<file path="config.mk">
export PLATFORM = sky130hd
export DESIGN_NAME = if_id_queue_flat
export DESIGN_NICKNAME = d
export VERILOG_FILES = /design/src/rtl/if_id_queue_pkg.sv /design/src/rtl/if_id_queue_if.sv /design/src/rtl/if_id_queue_fifo.sv /design/src/rtl/if_id_queue.sv /design/src/flat_wrapper.sv
export SDC_FILE = /design/constraint.sdc
export NUM_CORES = 1
export LEC_CHECK = 0
export ABC_AREA = 1
export CORE_UTILIZATION = 25
export DETAILED_ROUTE_END_ITERATION = 10
export GPL_TIMING_DRIVEN = 0
export PLACE_DENSITY = 0.51
export SLEW_MARGIN = 20
export SYNTH_ARGS = -nofsm -noshare
export SYNTH_HDL_FRONTEND = slang
export SYNTH_SLANG_ARGS = --single-unit
export TNS_END_PERCENT = 100
</file>
<file path="constraint.sdc">
create_clock -name clk -period 7 [get_ports clk]
set_clock_uncertainty 0.2 [all_clocks]
set_input_delay 1.4 -clock clk [delete_from_list [all_inputs] [get_ports clk]]
set_output_delay 1.4 -clock clk [all_outputs]
set_load 0.02 [all_outputs]
</file>
<file path="src/rtl/if_id_queue_pkg.sv">
// rtl/if_id_queue_pkg.sv - shared types and constants for the IF/ID queue
// Holds the bubble encoding, FSM state encoding and queue entry layout.
package if_id_queue_pkg;

  localparam logic [31:0] NOP_INSTR = 32'h0000_0013;

  typedef enum logic [1:0] {
    WARMUP   = 2'd0,
    RUN      = 2'd1,
    REDIRECT = 2'd2
  } state_e;

  typedef struct packed {
    logic [31:0] pc;
    logic [31:0] instruction;
  } if_id_entry_t;

  function automatic logic [15:0] sat_add16(input logic [15:0] a, input logic [15:0] b);
    logic [16:0] s;
    s = {1'b0, a} + {1'b0, b};
    return s[16] ? 16'hFFFF : s[15:0];
  endfunction

endpackage

</file>
<file path="src/rtl/if_id_queue_if.sv">
// rtl/if_id_queue_if.sv - fetch-side and decode-side signals of the IF/ID queue
// The queue is the slave; the surrounding pipeline (or bench) is the master.
interface if_id_queue_if;

  logic [31:0] if_pc;
  logic [31:0] if_instruction;
  logic        flush;
  logic        pc_en;
  logic        id_ready;
  logic        id_valid;
  logic [31:0] id_pc;
  logic [31:0] id_instruction;

  modport slave (
    input  if_pc, if_instruction, flush, id_ready,
    output pc_en, id_valid, id_pc, id_instruction
  );

  modport master (
    output if_pc, if_instruction, flush, id_ready,
    input  pc_en, id_valid, id_pc, id_instruction
  );

endinterface

</file>
<file path="src/rtl/if_id_queue_fifo.sv">
// rtl/if_id_queue_fifo.sv - generic DEPTH-entry synchronous FIFO with flush-clear
// Pointers wrap modulo DEPTH so non-power-of-two depths are supported.
module if_id_fifo #(
  parameter int DEPTH = 2,
  parameter int WIDTH = 64
) (
  input  logic                           clk,
  input  logic                           rst_n,
  input  logic                           flush_i,
  input  logic                           wr_en_i,
  input  logic [WIDTH-1:0]               wr_data_i,
  input  logic                           rd_en_i,
  output logic [WIDTH-1:0]               rd_data_o,
  output logic [$clog2(DEPTH+1)-1:0]     count_o,
  output logic                           full_o,
  output logic                           empty_o
);

  localparam int PW = $clog2(DEPTH);
  localparam int CW = $clog2(DEPTH + 1);

  logic [WIDTH-1:0] mem_q [DEPTH];
  logic [PW-1:0]    wr_ptr_q, rd_ptr_q;
  logic [CW-1:0]    count_q;
  logic             wr_ok, rd_ok;

  function automatic logic [PW-1:0] ptr_inc(input logic [PW-1:0] p);
    return (p == PW'(DEPTH - 1)) ? '0 : p + PW'(1);
  endfunction

  assign full_o  = (count_q == CW'(DEPTH));
  assign empty_o = (count_q == '0);
  assign wr_ok   = wr_en_i & ~full_o & ~flush_i;
  assign rd_ok   = rd_en_i & ~empty_o;
  assign count_o = count_q;

  always_ff @(posedge clk or negedge rst_n) begin
    if (!rst_n) begin
      wr_ptr_q <= '0;
      rd_ptr_q <= '0;
      count_q  <= '0;
    end else if (flush_i) begin
      wr_ptr_q <= '0;
      rd_ptr_q <= '0;
      count_q  <= '0;
    end else begin
      if (wr_ok) wr_ptr_q <= ptr_inc(wr_ptr_q);
      if (rd_ok) rd_ptr_q <= ptr_inc(rd_ptr_q);
      case ({wr_ok, rd_ok})
        2'b10:   count_q <= count_q + CW'(1);
        2'b01:   count_q <= count_q - CW'(1);
        default: count_q <= count_q;
      endcase
    end
  end

  // Storage needs no reset: an empty count hides stale entries.
  always_ff @(posedge clk) begin
    if (wr_ok) mem_q[wr_ptr_q] <= wr_data_i;
  end

  assign rd_data_o = mem_q[rd_ptr_q];

endmodule

</file>
<file path="src/rtl/if_id_queue.sv">
// rtl/if_id_queue.sv - IF/ID skid queue with redirect flush and NOP bubble injection
// pc_en depends only on the registered occupancy and flush, never on id_ready.
module if_id_queue #(
  parameter int          DEPTH     = 2,
  parameter logic [31:0] NOP_INSTR = if_id_queue_pkg::NOP_INSTR
) (
  input  logic                 clk,
  input  logic                 rst,
  if_id_queue_if.slave         bus,
  output logic [15:0]          dropped_cnt
);

  import if_id_queue_pkg::*;

  localparam int CW = $clog2(DEPTH + 1);

  state_e         state_q, state_d;
  logic [15:0]    dropped_q, dropped_d;
  logic [15:0]    drop_inc;
  logic [CW-1:0]  count;
  logic           full, empty;
  logic           pc_en, enq, deq;
  if_id_entry_t   wr_entry, head;

  always_ff @(posedge clk or negedge rst) begin
    if (!rst) begin
      state_q   <= WARMUP;
      dropped_q <= '0;
    end else begin
      state_q   <= state_d;
      dropped_q <= dropped_d;
    end
  end

  always_comb begin
    state_d = state_q;
    pc_en   = 1'b0;
    unique case (state_q)
      WARMUP: state_d = RUN;
      RUN, REDIRECT: begin
        pc_en   = ~full | bus.flush;
        state_d = bus.flush ? REDIRECT : RUN;
      end
      default: state_d = WARMUP;
    endcase
  end

  assign enq = pc_en & ~bus.flush;
  assign deq = ~empty & bus.id_ready;

  // Flush drops what remains after this cycle's handshake plus the live fetch pair.
  always_comb begin
    drop_inc  = 16'(count) - 16'(deq) + 16'(state_q != WARMUP);
    dropped_d = dropped_q;
    if (bus.flush) dropped_d = sat_add16(dropped_q, drop_inc);
  end

  assign wr_entry = '{pc: bus.if_pc, instruction: bus.if_instruction};

  if_id_fifo #(
    .DEPTH (DEPTH),
    .WIDTH ($bits(if_id_entry_t))
  ) u_fifo (
    .clk       (clk),
    .rst_n     (rst),
    .flush_i   (bus.flush),
    .wr_en_i   (enq),
    .wr_data_i (wr_entry),
    .rd_en_i   (deq),
    .rd_data_o (head),
    .count_o   (count),
    .full_o    (full),
    .empty_o   (empty)
  );

  assign bus.pc_en          = pc_en;
  assign bus.id_valid       = ~empty;
  assign bus.id_pc          = empty ? 32'h0 : head.pc;
  assign bus.id_instruction = empty ? NOP_INSTR : head.instruction;
  assign dropped_cnt        = dropped_q;

endmodule

</file>
<file path="src/flat_wrapper.sv">
// flat-port wrapper written by rule: the top's interface ports become plain ports
module if_id_queue_flat import if_id_queue_pkg::*;
#(
  parameter int          DEPTH     = 2,
  parameter logic [31:0] NOP_INSTR = if_id_queue_pkg::NOP_INSTR
)
  (clk, rst, dropped_cnt, bus_if_pc, bus_if_instruction, bus_flush, bus_id_ready, bus_pc_en, bus_id_valid, bus_id_pc, bus_id_instruction);
  if_id_queue_if bus_i ();
  input  logic clk;
  input  logic rst;
  output logic [15:0] dropped_cnt;
  input wire logic [$bits(bus_i.if_pc)-1:0] bus_if_pc;
  input wire logic [$bits(bus_i.if_instruction)-1:0] bus_if_instruction;
  input wire logic [$bits(bus_i.flush)-1:0] bus_flush;
  input wire logic [$bits(bus_i.id_ready)-1:0] bus_id_ready;
  output wire logic [$bits(bus_i.pc_en)-1:0] bus_pc_en;
  output wire logic [$bits(bus_i.id_valid)-1:0] bus_id_valid;
  output wire logic [$bits(bus_i.id_pc)-1:0] bus_id_pc;
  output wire logic [$bits(bus_i.id_instruction)-1:0] bus_id_instruction;
  assign bus_i.if_pc = bus_if_pc;
  assign bus_i.if_instruction = bus_if_instruction;
  assign bus_i.flush = bus_flush;
  assign bus_i.id_ready = bus_id_ready;
  assign bus_pc_en = bus_i.pc_en;
  assign bus_id_valid = bus_i.id_valid;
  assign bus_id_pc = bus_i.id_pc;
  assign bus_id_instruction = bus_i.id_instruction;
  if_id_queue #(.DEPTH(DEPTH), .NOP_INSTR(NOP_INSTR)) u_core (.clk(clk), .rst(rst), .bus(bus_i), .dropped_cnt(dropped_cnt));
endmodule
</file>
# Word level (Yosys, flattened, before mapping)
# Memory sizes are Yosys's and may differ from the RTL's.
# Cells that the tools add are included.
# W data, S select, Z words.
classes:
  n_addsub: 7
  eq_ne: 5
  mux: 16
  n_bitwise: 9
  reduce_logical: 7
op_table:
  columns: ["operator", "n"]
  rows:
  - ["$mux W32", 2]
  - ["$add A16 B16 Y17", 1]
  - ["$add A16 B1 Y16", 1]
  - ["$mux W16", 1]
  - ["$mux W1", 9]
  - ["$pmux W2 S2", 2]
  - ["$eq A2 B2 Y1 const B", 3]
  - ["$reduce_bool A2 Y1", 3]
  - ["$and A1 B1 Y1", 5]
  - ["$eq A2 B1 Y1 const B", 2]
  - ["$logic_not A2 Y1", 2]
  - ["$mux W2", 2]
  - ["$not A1 Y1", 3]
  - ["$reduce_bool A3 Y1", 1]
  - ["$sub A2 B1 Y3", 1]
  - ["$add A1 B1 Y1 const B", 2]
  - ["$add A2 B1 Y2 const B", 1]
  - ["$reduce_or A2 Y1", 1]
  - ["$sub A2 B1 Y2 const B", 1]
  - ["$or A1 B1 Y1", 1]
totals:
  register_bits: 22
  ramBits: 128
  in_bits: 68
  out_inout_bits: 82
  elab_cells: 50
  memories: 1
mem_list:
  columns: ["name", "words", "word_bits", "read_ports", "rd_ports_with_merged_regs", "wr", "line", "rtl"]
  rows:
  - ["u_core.u_fifo.mem_q", 2, 64, 1, 0, 1, "if_id_queue_fifo.sv:22", "logic [WIDTH-1:0] mem_q [DEPTH];"]

# Logic depth before layout (Yosys ltp)
logic_depth:
  word_depth: 10
  ltp_mapped: 22
  depth_no_buf: 22

# Hierarchy
# From an unflattened synthesis, not the netlist that was laid out.
unflattened:
  hier_cells: 797
  area_unflattened_um2: 7330.8
by_module_without_submodules:
  columns: ["module", "instances", "cells_per_inst", "area_each_um2", "seq_area_each_um2"]
  rows:
  - ["if_id_fifo", 1, 374, 4908.5, 3943.8]
  - ["if_id_queue", 1, 423, 2422.3, 450.4]

# Worst setup path after synthesis
# OpenSTA, ideal clock, no wires.
synth_timing:
  path_type: "input -> register"
  start: "input port bus_flush"
  end: "memory u_core.u_fifo.mem_q[0][0] (enable)"
  setup_ps: 567
  arrival_time_ps: 5980
  t_required_ps: 6233
  setup_slack_ps: 253
  stages: 2
  n_path_buf: 1
  cell_sequence: "buf_2 > nor3_1"
synth_between:
  elab_chain_len: 7
  word_cells_on_any_way: 8
  classes_between: "3 x mux; 5 x bitwise"
synth_lines:
  columns: ["element", "line", "rtl"]
  rows:
  - ["start: declaration", "flat_wrapper.sv:14", "input wire logic [$bits(bus_i.flush)-1:0] bus_flush;"]
  - ["$or A1 B1 Y1", "if_id_queue.sv:41", "pc_en = ~full | bus.flush;"]
  - ["$mux W1", "if_id_queue.sv:38", "unique case (state_q)"]
  - ["$and A1 B1 Y1", "if_id_queue.sv:48", "assign enq = pc_en & ~bus.flush;"]
  - ["$and A1 B1 Y1", "if_id_queue_fifo.sv:33", "assign wr_ok = wr_en_i & ~full_o & ~flush_i;"]
  - ["$and A1 B1 Y1 *", "if_id_queue_fifo.sv:33", null]
  - ["$mux W1 *", "if_id_queue_fifo.sv:59", "if (wr_ok) mem_q[wr_ptr_q] <= wr_data_i;"]
  - ["$mux W1 (not written as such) *", "if_id_queue_fifo.sv:59", null]
  - ["end: declaration", "if_id_queue_fifo.sv:22", null]
# Every way passes the cells marked *; elsewhere a longest branch is shown, timed or not.

# Worst setup path in the final report
layout_timing:
  start: "input port bus_flush"
  end: "output port bus_pc_en"
layout_between:
  elab_chain_len: 2
layout_lines:
  columns: ["element", "line", "rtl"]
  rows:
  - ["$or A1 B1 Y1", "if_id_queue.sv:41", null]
  - ["$mux W1", "if_id_queue.sv:38", null]
  - ["end: declaration", "flat_wrapper.sv:16", "output wire logic [$bits(bus_i.pc_en)-1:0] bus_pc_en;"]
# No other way between the ends.

==> summary.json <==
{
  "hold-worst-slack_ps": 331,
  "stdcell_area_um2": 9660,
  "power.share.combinational": 0.524,
  "port_buffer_count": 149,
  "synth_largest_type_area_fraction": 0.553,
  "worst_slew_pin_slew_ps": 588,
  "post_synth_arst_share": 0.147,
  "detail_route.iter0.violations": 258,
  "synth-seq-area-share": 0.632,
  "dieArea_um2": 28500,
  "floorplan.core_area_um2": 27100,
  "post_route_antenna_net_violation_count": 0,
  "drt_wl_total_um": 17900,
  "peakVddDrop_mv": 0.166,
  "detailed_place_hpwl_um": 13100,
  "drc_errors": 0,
  "initial_utilization": 0.257,
  "place.gp.congestion": 0.821,
  "cell_internal_pwr_mw": 2.66,
  "routed_via_density": 4.08,
  "critPathArrivalTime_ps": 3440,
  "clock_edge_transition_at_the_registers_on_the_reported_setup_and_hold_paths_ps": 60,
  "cts.repair.resized": 0,
  "boundaryPins": 150,
  "drv.max_cap_violation_count": 0,
  "power-per-cell-area_nw_per_um2": 482,
  "worstSetupStartpoint": "bus_flush",
  "cts.repair_timing.setup_buffer_count": 0,
  "max_clock_freq_mhz": 198,
  "power_switching_share": 0.427,
  "power.leakage_nw": 3.84,
  "syn-mean-instance-area_um2": 10.4,
  "post_synth_instance_area_um2": 6950,
  "synth_area_leader_cell": "sky130_fd_sc_hd__edfxtp_1",
  "cts.sinks": 150,
  "place_inst": 1203,
  "cts_tree": "built",
  "max-clock-path-buffers": 2,
  "detailroute.via_count": 5039,
  "grt_max_degree": 23,
  "timing.setup.tns_ps": 0,
  "post_synth_main_area_contributors": "sky130_fd_sc_hd__edfxtp_1 (55%), sky130_fd_sc_hd__nand2_1 (13%), sky130_fd_sc_hd__dfrtp_1 (7.9%), sky130_fd_sc_hd__a21oi_1 (5.0%), sky130_fd_sc_hd__ha_1 (4.3%)",
  "num-fill-cells": 2717,
  "commonest_register_cell_after_synthesis": "sky130_fd_sc_hd__edfxtp_1",
  "cts_hold_repair.buffers": 0,
  "gr-total-overflow": 0,
  "critPathCaptureType": "output port",
  "switching_power_of_the_nets_mw": 1.99,
  "placement.cell_area_um2": 9060,
  "ys_ff_latch": 150,
  "post_layout_nonfiller_instances": 1235,
  "final_worst_path_period_share": 0.721,
  "mappedNetlistNets": 764,
  "crit_required_ps": 5400,
  "cp-endpoint": "bus_pc_en",
  "pwr-share-seq": 0.281,
  "yosys-top-cells-count": "sky130_fd_sc_hd__nand2_1 (236), sky130_fd_sc_hd__edfxtp_1 (128), sky130_fd_sc_hd__a21oi_1 (70)",
  "timing_worst_setup_path_type": "in -> out",
  "critical_path.reg2reg.endpoint": "u_core.dropped_cnt[12]$_DFFE_PN0P_",
  "report.final.hold_viol_count": 0,
  "timing.critical_path.from_type": "input pin",
  "cts_inserted_buffers": 17,
  "run_status": "completed",
  "relSlewSlack": 0.606,
  "yosys_warnings": 0,
  "largest_incremental_delay_on_the_critical_path_ps": 610,
  "rr_worst_depth": 21,
  "grt_setup_unrepaired": "false",
  "die_width_um": 169,
  "r2r_setup_slack_ps": 3220,
  "layout_setup_ws_ps": 1960,
  "timing.critical_path.fanout_max": 10,
  "antenna_found_initial": 2,
  "clk-insertion-delay-late_ps": 430,
  "p_clk_frac": 0.195,
  "timing.final.crit_period_ps": 5040,
  "clk_root_buf": "sky130_fd_sc_hd__clkbuf_16",
  "critical-path-slowest-cell": "sky130_fd_sc_hd__clkdlybuf4s50_1",
  "finalPower_mw": 4.65,
  "count_of_pins_over_their_slew_limit": 0,
  "detailedPlace.worstSlack_ps": 1890,
  "via_count_of_the_first_global_routing_pass": 5233,
  "die_h_um": 169,
  "ff_to_ff_start": "u_core.u_fifo.count_o[1]$_DFFE_PN0P_",
  "post_route_utilization": 0.356,
  "grt.total_usage": 0.131,
  "finish.net_count": 943,
  "synth_edf_count": 128,
  "count_leader_synth": "sky130_fd_sc_hd__nand2_1",
  "htree_levels": 4,
  "crit_chain": "clkdlybuf4s50_1 > buf_2 > buf_2 > nand2_1 > nand2_1 > clkdlybuf4s50_1",
  "postSynthCellCount": 671,
  "post_synth_num_cell_types": 35,
  "timing.hold.worst.class": "reg -> reg",
  "drive_above_1_share": 0.103,
  "grt_first_pass_wirelength_um": 28000,
  "report.final.setup_viol": 0,
  "diodes": 0,
  "num_rows": 60,
  "detail_route.wl_per_cell_um": 14.5,
  "min_path_cells": 2,
  "synthToLayoutAreaGrowth_pct": 38.9,
  "drt_first_pass_iters": 4
}
==> power by group through the flow <==
stage / Combinational (mW) / Sequential (mW) / Clock (mW)
final: 2.44 / 1.30 / 0.909
after floorplan: 1.48 / 1.39 / 0
after detailed placement: 2.47 / 1.33 / 0
after CTS: 2.48 / 1.31 / 0.935
after global placement: 2.40 / 1.37 / 0
after global routing: 2.72 / 1.33 / 0.973
==> placed cells by master (no fill, tap or decap), drive strengths merged, types with 2 or more instances in the layout <==
cell type,n
a21oi,78
a31oi,3
buf,29
clkbuf,22
clkdlybuf4s50,148
clkinv,8
dfrtp,22
edfxtp,128
ha,24
inv,77
nand2,245
nand3,18
nand3b,4
nor2,32
nor3,5
o21ai,4
o21bai,5
xnor2,4
xor2,2
==> cell type report <==
class / count / area [um2] / area share
timing repair buffer: 160 / 1630 / 0.169
tap: 372 / 465 / 0.0482
inverter: 71 / 267 / 0.0276
sequential: 150 / 4390 / 0.455
buffer: 22 / 87.6 / 0.00907
multi-input combinational: 428 / 2220 / 0.229
clock buffer: 17 / 425 / 0.0441
clock inverter: 15 / 173 / 0.0179
==> per-layer routing <==
layer,GRT usage,up-vias,part of all wire
met5,0,-,0.0017
met4,0.0320,4,0.0074
met3,0.0566,15,0.078
met2,0.218,106,0.49
met1,0.154,2317,0.43
li1,-,2597,-
==> worst max-delay path, delay by kind of cell <==
| kind | cells | cell delay (ps) |
|---|---|---|
| buf+inv | 4 | 1810 |
| simple gates | 2 | 220 |
==> state kept, by name, indices dropped and copies added (netlist names) <==
name,cells
u_core.dropped_cnt,16
u_core.state_q,2
u_core.u_fifo.count_o,2
u_core.u_fifo.mem_q,128
u_core.u_fifo.rd_ptr_q,1
u_core.u_fifo.wr_ptr_q,1
==> cells by family (layout without fill, tap and decap cells) <==
kind of cell | Yosys count | in the layout | synth area share
adders and majority gates | 25 | 25 | 0.0461
AOI/OAI and AO/OA | 91 | 91 | 0.0758
DFF | 150 | 150 | 0.632
xor gates and xnor gates | 6 | 6 | 0.00756
and+or+nand+nor | 306 | 306 | 0.188
buffers and inverters | 93 | 285 | 0.0509
==> worst min-delay path by stage <==
| stage | slack, ps | start | end |
|---|---|---|---|
| 6_report | 330 | u_core.dropped_cnt[13]$_DFFE_PN0P_ | u_core.dropped_cnt[13]$_DFFE_PN0P_ |
| 5_1_grt | 380 | u_core.state_q[1]$_DFF_PN0_ | u_core.state_q[0]$_DFF_PN0_ |
| 4_1_cts | 340 | u_core.dropped_cnt[13]$_DFFE_PN0P_ | u_core.dropped_cnt[13]$_DFFE_PN0P_ |
| 3_5_place_dp | 330 | u_core.dropped_cnt[13]$_DFFE_PN0P_ | u_core.dropped_cnt[13]$_DFFE_PN0P_ |
| 3_3_place_gp | 310 | u_core.dropped_cnt[13]$_DFFE_PN0P_ | u_core.dropped_cnt[13]$_DFFE_PN0P_ |
| 2_1_floorplan | 330 | u_core.state_q[1]$_DFF_PN0_ | u_core.state_q[0]$_DFF_PN0_ |
(Power assumes the default switching activity.)
